<file path="src/rtl/shift_ctrl_pkg.sv">
// Shared definitions for the shift-register controller family.
package shift_ctrl_pkg;

    typedef enum logic [1:0] {
        S_IDLE  = 2'd0,
        S_SHIFT = 2'd1,
        S_GAP   = 2'd2
    } state_t;

    localparam bit DIR_MSB = 1'b0;
    localparam bit DIR_LSB = 1'b1;

endpackage

</file>
<file path="src/rtl/piso_shift_reg.sv">
// Parallel-in/serial-out shift register; load has priority over shift.
module piso_shift_reg
    import shift_ctrl_pkg::*;
#(
    parameter int unsigned WIDTH     = 8,
    parameter int unsigned LSB_FIRST = 0
) (
    input  logic             clk,
    input  logic             rst_n,
    input  logic             load,
    input  logic             shift,
    input  logic [WIDTH-1:0] d,
    output logic             q
);

    localparam bit LSB_OUT = (LSB_FIRST != 0);

    logic [WIDTH-1:0] r_shreg;
    logic [WIDTH-1:0] w_shifted;

    // Output tap and shift direction both follow the bit order.
    if (LSB_OUT == DIR_LSB) begin : g_lsb
        assign q         = r_shreg[0];
        assign w_shifted = {1'b0, r_shreg[WIDTH-1:1]};
    end else begin : g_msb
        assign q         = r_shreg[WIDTH-1];
        assign w_shifted = {r_shreg[WIDTH-2:0], 1'b0};
    end

    always_ff @(posedge clk or negedge rst_n) begin
        if (!rst_n) begin
            r_shreg <= '0;
        end else if (load) begin
            r_shreg <= d;
        end else if (shift) begin
            r_shreg <= w_shifted;
        end
    end

endmodule

</file>
<file path="src/rtl/shift_reg_ctrl.sv">
// Serialises handshaked parallel words with a programmable inter-frame gap
// and a wrapping completed-frame counter.
module shift_reg_ctrl
    import shift_ctrl_pkg::*;
#(
    parameter int unsigned WIDTH     = 8,
    parameter int unsigned GAP       = 2,
    parameter int unsigned LSB_FIRST = 0,
    parameter int unsigned CNT_W     = 16
) (
    input  logic             clk,
    input  logic             rst_n,
    input  logic [WIDTH-1:0] in_data,
    input  logic             in_valid,
    output logic             in_ready,
    input  logic             shift_en,
    output logic             ser_out,
    output logic             ser_valid,
    output logic             frame_start,
    output logic             busy,
    output logic [CNT_W-1:0] frame_cnt
);

    localparam int unsigned BIT_W = $clog2(WIDTH);
    localparam int unsigned GAP_W = (GAP > 0) ? $clog2(GAP + 1) : 1;
    localparam logic [BIT_W-1:0] BIT_LAST = BIT_W'(WIDTH - 1);
    localparam logic [GAP_W-1:0] GAP_LAST = GAP_W'((GAP > 0) ? GAP - 1 : 0);

    state_t             r_state;
    logic [BIT_W-1:0]   r_bit_cnt;
    logic [GAP_W-1:0]   r_gap_cnt;
    logic [CNT_W-1:0]   r_frame_cnt;
    logic               r_in_ready;
    logic               r_ser_valid;
    logic               r_frame_start;
    logic               r_busy;

    logic               w_accept;
    logic               w_shift;
    logic               w_last;
    logic               w_load;
    logic [WIDTH-1:0]   w_load_d;
    logic               w_q;

    assign w_accept = in_valid & r_in_ready;
    assign w_shift  = (r_state == S_SHIFT) & shift_en;
    assign w_last   = w_shift & (r_bit_cnt == BIT_LAST);

    // Clearing the register at frame end keeps ser_out low outside SHIFT.
    assign w_load   = w_accept | w_last;
    assign w_load_d = w_accept ? in_data : '0;

    piso_shift_reg #(
        .WIDTH     (WIDTH),
        .LSB_FIRST (LSB_FIRST)
    ) u_piso (
        .clk   (clk),
        .rst_n (rst_n),
        .load  (w_load),
        .shift (w_shift),
        .d     (w_load_d),
        .q     (w_q)
    );

    always_ff @(posedge clk or negedge rst_n) begin
        if (!rst_n) begin
            r_state       <= S_IDLE;
            r_bit_cnt     <= '0;
            r_gap_cnt     <= '0;
            r_frame_cnt   <= '0;
            r_in_ready    <= 1'b0;
            r_ser_valid   <= 1'b0;
            r_frame_start <= 1'b0;
            r_busy        <= 1'b0;
        end else begin
            case (r_state)
                S_IDLE: begin
                    r_in_ready <= 1'b1;
                    if (w_accept) begin
                        r_state       <= S_SHIFT;
                        r_bit_cnt     <= '0;
                        r_in_ready    <= 1'b0;
                        r_ser_valid   <= 1'b1;
                        r_frame_start <= 1'b1;
                        r_busy        <= 1'b1;
                    end
                end
                S_SHIFT: begin
                    if (shift_en) begin
                        r_frame_start <= 1'b0;
                        if (r_bit_cnt == BIT_LAST) begin
                            r_frame_cnt <= r_frame_cnt + CNT_W'(1);
                            r_bit_cnt   <= '0;
                            r_ser_valid <= 1'b0;
                            if (GAP == 0) begin
                                r_state    <= S_IDLE;
                                r_in_ready <= 1'b1;
                                r_busy     <= 1'b0;
                            end else begin
                                r_state   <= S_GAP;
                                r_gap_cnt <= '0;
                            end
                        end else begin
                            r_bit_cnt <= r_bit_cnt + BIT_W'(1);
                        end
                    end
                end
                S_GAP: begin
                    // Gap is timed in clock cycles, independent of shift_en.
                    if (r_gap_cnt == GAP_LAST) begin
                        r_state    <= S_IDLE;
                        r_in_ready <= 1'b1;
                        r_busy     <= 1'b0;
                    end else begin
                        r_gap_cnt <= r_gap_cnt + GAP_W'(1);
                    end
                end
                default: begin
                    r_state <= S_IDLE;
                end
            endcase
        end
    end

    assign in_ready    = r_in_ready;
    assign ser_out     = w_q;
    assign ser_valid   = r_ser_valid;
    assign frame_start = r_frame_start;
    assign busy        = r_busy;
    assign frame_cnt   = r_frame_cnt;

endmodule

</file>
<file path="config.mk">
export PLATFORM = sky130hd
export DESIGN_NAME = shift_reg_ctrl
export DESIGN_NICKNAME = d
export VERILOG_FILES = /design/src/rtl/shift_ctrl_pkg.sv /design/src/rtl/piso_shift_reg.sv /design/src/rtl/shift_reg_ctrl.sv
export SDC_FILE = /design/constraint.sdc
export NUM_CORES = 1
export LEC_CHECK = 0
export CAP_MARGIN = 40
export CORE_ASPECT_RATIO = 1.25
export CORE_MARGIN = 5
export CORE_UTILIZATION = 53
export CTS_BUF_LIST = sky130_fd_sc_hd__clkbuf_2
export DETAILED_ROUTE_END_ITERATION = 6
export PLACE_DENSITY = 0.9
export SETUP_SLACK_MARGIN = 0.4
export SYNTH_ARGS = -nofsm -noshare
export SYNTH_HDL_FRONTEND = slang
export SYNTH_SLANG_ARGS = --single-unit
</file>
<file path="constraint.sdc">
create_clock -name clk -period 2.32 [get_ports clk]
set_input_delay 0.464 -clock clk [delete_from_list [all_inputs] [get_ports clk]]
set_output_delay 0.464 -clock clk [all_outputs]
set_load 0.01 [all_outputs]
</file>
## Word-level counts from Yosys, hierarchy flattened

Cells that the tools add are included.
W data, S select, Z words.

- Flip-flop bits (word level): 35
- Bits in latches: 0
- RAM bits: 0
- Memory bits (read-only): 0
- Input bits: 12
- Output and inout port bits: 21
- Word-level logic and storage cells: 64
- Memories: 0

- Add/subtract/negate cells: 3
- $mul: 0
- Div/mod/pow operators: 0
- Magnitude comparators: 0
- Equal/unequal tests: 9
- Shifts and indexed selects: 0
- Multiplexer cells: 27
- Bitwise gates (word level): 4
- Reductions and logical operators: 12

Operators with widths:

| cell | count |
|---|---|
| $mux W8 | 3 |
| $add A16 B1 Y16 const B | 1 |
| $mux W2 | 7 |
| $reduce_and A4 Y1 | 3 |
| $mux W3 | 3 |
| $reduce_and A3 Y1 | 3 |
| $ne A2 B2 Y1 const B | 4 |
| $pmux W1 S2 | 4 |
| $reduce_bool A2 Y1 | 4 |
| $mux W1 | 7 |
| $pmux W2 S3 | 1 |
| $pmux W3 S2 | 1 |
| $eq A2 B1 Y1 const B | 2 |
| $pmux W2 S2 | 1 |
| $add A3 B1 Y3 const B | 1 |
| $and A1 B1 Y1 | 3 |
| $eq A3 B3 Y1 const B | 1 |
| $add A2 B1 Y2 const B | 1 |
| $eq A2 B2 Y1 const B | 1 |
| $logic_not A2 Y1 | 1 |
| $ne A2 B1 Y1 const B | 1 |
| $reduce_and A2 Y1 | 1 |
| $or A1 B1 Y1 | 1 |

## Longest topological paths before layout

- Depth in word-level cells: 5
- Depth in mapped cells: 7

## Modules after synthesis

Synthesis repeated with hierarchy kept, for this count alone.

- Cells, all modules: 162
- Area total of the unflattened synthesis: 1747.9 sq um

Modules (own cells, without submodules):

| module | times used | cells each | area each (sq um) | sequential area each (sq um) |
|---|---|---|---|---|
| shift_reg_ctrl | 1 | 128 | 1378.8 | 675.6 |
| piso_shift_reg | 1 | 34 | 369.1 | 200.2 |

## Worst setup path before layout

OpenSTA, ideal clock, no wires.

- Path type: register to register
- Start point: reg r_bit_cnt[0]
- End point: reg r_frame_cnt[15] (netlist: frame_cnt[15])
- Setup time: 0.124 ns
- Arrival time: 1.507 ns
- Path slack: 0.689 ns
- Cell stages (with the launch flop): 8
- Path buffers: 1
- Period minus slack after synthesis: 1.631 ns
- Path through: dfrtp_1 ha_1 ha_1 buf_2 nand4b_4 nor3_4 nand4_1 xnor2_1

- Longest elaborated chain between the ends: 2

Ends and longest elaborated chain:

| what | RTL line | RTL |
|---|---|---|
| start, declared | shift_reg_ctrl.sv:30 | `logic [BIT_W-1:0] r_bit_cnt;` |
| start signal, assigned | shift_reg_ctrl.sv:104 | `r_bit_cnt <= r_bit_cnt + BIT_W'(1);` |
| $eq A3 B3 Y1 | shift_reg_ctrl.sv:91 | `if (r_bit_cnt == BIT_LAST) begin` |
| $reduce_and A3 Y1 (no source line) | -- |  |
| end signal, assigned | shift_reg_ctrl.sv:92 | `r_frame_cnt <= r_frame_cnt + CNT_W'(1);` |
| end, declared | shift_reg_ctrl.sv:32 | `logic [CNT_W-1:0] r_frame_cnt;` |

Every way passes these cells.
A chain may end at the register's enable or synchronous reset.

## Final worst setup path

- Start point: reg r_frame_cnt[4] (netlist: frame_cnt[4])
- End point: out frame_cnt[4]

RTL lines:

| what | RTL line | RTL |
|---|---|---|
| end, declared | shift_reg_ctrl.sv:21 | `output logic [CNT_W-1:0] frame_cnt` |

No word-level cell between the ends.

==> metrics.md <==
| Metric | Value |
|---|---|
| Run status | finished clean |
| Register area share after synthesis | 0.535 |
| Class of the worst hold path | input pin to async pin |
| Routability cong. | 0.807 |
| Final clock skew | 21.3 ps |
| Clk Tree Root Cell | sky130_fd_sc_hd__clkbuf_2 |
| Gate family responsible for the most delay along the worst path | buffers and inverters |
| Cell area after synthesis | 1640 um2 |
| Bufs and invs on worst path | 1 |
| DRC violations left | 0 |
| DRC marker count from the first detailed-route iteration | 32 |
| Global-route wire length before repair | 5850 um |
| Deepest clock path buffer count | 2 |
| Net count after synthesis | 169 |
| Delay of the slowest critical-path stage | 560 ps |
| H-tree lvl count | 2 |
| Data arrival time at the worst-slack endpoint | 1380 ps |
| Sink count of the clock tree | 35 |
| Most common library cell in the layout ignoring fill and taps | sky130_fd_sc_hd__clkdlybuf4s50_1 |
| Standard cell core area | 2950 um2 |
| PwrDens | 820 nW/um2 |
| Largest area contributor in the netlist | sky130_fd_sc_hd__dfrtp_1 |
| Count of endpoints failing hold in the final timing report | 0 |
| Final number of setup-violating endpoints | 0 |
| Kind of start point of the critical path | register |
| Unrepaired setup endpoints after global routing | true |
| Maximum number of pins on one net before global-route repair | 36 |
| Detail-routed net length per standard cell | 14.5 um |
| Maximum fanout encountered on the critical timing path | 4 |
| Port Buf Inserts | 32 |
| Max-cap violations | 0 |
| Die extent in x | 59.7 um |
| Worst EP required | 1860 ps |
| Cts-stage hold buffer count | 0 |
| Antenna-violating nets left | 0 |
| Post-DP HPWL | 2460 um |
| Area share of the largest cell type after synthesis | 0.535 |
| Vias post-DR | 1258 |
| Antenna fix cells | 0 |
| Leak | 0.932 nW |
| Antenna violations before repair | 0 |
| Fraction of the core area covered by cells at the end of the flow | 0.705 |
| Capturing element type of the critical path | output port |
| # IOs | 33 |
| Top FF cell, synth | sky130_fd_sc_hd__dfrtp_1 |
| Total number of placement rows | 22 |
| Total Routing Usage GR | 0.177 |
| Leading post-synthesis cells by cell area | sky130_fd_sc_hd__dfrtp_1 54%, sky130_fd_sc_hd__xnor2_1 5.9%, sky130_fd_sc_hd__nand2_1 4.6% |
| Insertion delay of the later-clocked pin in the worst-skew pair | 370 ps |
| Avg Inst Size Synth | 10.7 um2 |
| CTS clk-pin slew, worst paths | 180 ps |
| Total detailed-routing wirelength | 3310 um |
| Max-slew violation count | 0 |
| Number of CTS-inserted buffers | 5 |
| Relative max-transition margin | 0.708 |
| Synth Register Bits | 35 |
| Count of warnings emitted by yosys | 0 |
| Cell with the largest stage delay on the worst path | sky130_fd_sc_hd__clkdlybuf4s50_1 |
| Post-synth ARST share | 1.00 |
| Number of cells produced by synthesis | 153 |
| Initial Utilization | 0.556 |
| Most frequent cells in the layout | 32 x sky130_fd_sc_hd__clkdlybuf4s50_1, 28 x sky130_fd_sc_hd__dfrtp_1, 20 x sky130_fd_sc_hd__nand2_1 |
| IR Drop Worst-Case VDD | 645 uV |
| Number of detailed-route iterations in the first pass | 4 |
| Slew of the pin with the lowest slew margin | 438 ps |
| Filler Cell Count | 218 |
| Die ar. | 4310 um2 |
| Aggregate global routing overflow | 0 |
| Die Span Y | 72.1 um |
| Via density per instance | 5.49 |
| Share of post-route cells with drive strength above 1 | 0.140 |
| Total negative slack | 0 ps |
| Area growth from synthesis to layout | 26.9% |
| Class of the most critical setup path | register to output port |
| EDFF count, synth | 0 |
| NumNets Final | 209 |
| Critical Path, Cell by Cell | clkdlybuf4s50_1 |
| Achievable clock frequency | 543 MHz |
| Share of the cycle needed by the critical path after routing | 0.794 |
| Via count of the first global-routing pass | 1282 |
| Clock tree from TritonCTS | yes |
| Minimum clock period after layout | 1840 ps |
| Count of unique library cells instantiated by Yosys | 30 |
==> final cells by class <==
type,instances,area (um2),area share
Clock buffer,5,25.0,0.0120
Clock inverter,2,8.76,0.00422
Inverter,4,15.0,0.00723
Multi-Input combinational cell,109,733,0.353
Sequential cell,35,885,0.426
Tap cell,36,45.0,0.0217
Timing Repair Buffer,38,365,0.176
==> cells by family after synthesis <==
logic type                 after synthesis  synth area share
AOI/OAI and AO/OA                       31             0.112
xor gates and xnor gates                15            0.0803
adders and majority gates                4            0.0306
buffers and inverters                    9            0.0245
DFF                                     35             0.535
and+or+nand+nor                         59             0.218
==> flip-flops by register name, summed over array words and instances (netlist names) <==
| register | flops |
|---|---|
| busy | 1 |
| frame_cnt | 16 |
| frame_start | 1 |
| in_ready | 1 |
| r_bit_cnt | 3 |
| r_gap_cnt | 2 |
| r_state | 2 |
| ser_valid | 1 |
| u_piso.r_shreg | 8 |
==> metrics by stage <==
step	cell area [um2]	instances	hold slack [ps]	setup slack [ps]	total power [mW]
CTS	2030	225	476	409	1.70
finish	2080	229	479	478	1.70
detailed placement	1990	218	466	287	1.44
floorplan	1640	153	168	689	1.23
global route	2080	229	469	391	1.85
global placement	1990	218	467	369	1.40
==> cell usage after synthesis (all sizes together), types with 2 or more instances <==
cell type and instances:
a21o 2, a21oi 9, a22o 4, buf 3, clkbuf 2, dfrtp 35, ha 4, inv 4
nand2 20, nand3 8, nand4 6, nor2 9, nor3 3, nor3b 8, o21ai 12, xnor2 11
xor2 4
==> power by group <==
group | internal [mW] | total (mW) | switching (mW)
sequential | 0.755 | 0.890 | 0.135
clock | 0.0638 | 0.256 | 0.192
combinational | 0.294 | 0.557 | 0.263
==> worst paths after layout <==
check                               from            end  slack, ps  cells after the start
max                         frame_cnt[4]   frame_cnt[4]        480                      1
min                                rst_n           busy        480                      2
max reg2reg                 r_bit_cnt[0]   frame_cnt[8]        610                      6
min reg2reg                frame_cnt[15]  frame_cnt[15]        490                      1
max in group asynchronous          rst_n   frame_cnt[3]       1490                      2
min in group clk           frame_cnt[15]  frame_cnt[15]        490                      1
==> layer usage <==
| metal | GRT usage | vias to the layer above | wire length (um) |
|---|---|---|---|
| li1 | - | 613 | - |
| met1 | 0.192 | 597 | 1290 |
| met2 | 0.317 | 40 | 1730 |
| met3 | 0.0569 | 8 | 229 |
| met4 | 0.0591 | 0 | 62 |
| met5 | 0 | - | 0 |
==> repair_timing <==
item,4_1_cts,5_1_grt
setup buffers,0,4
gates resized for setup,3,6
pin swaps,0,0
setup endpoints to repair,4,9
No activity file was read; power rests on OpenSTA's default activity.
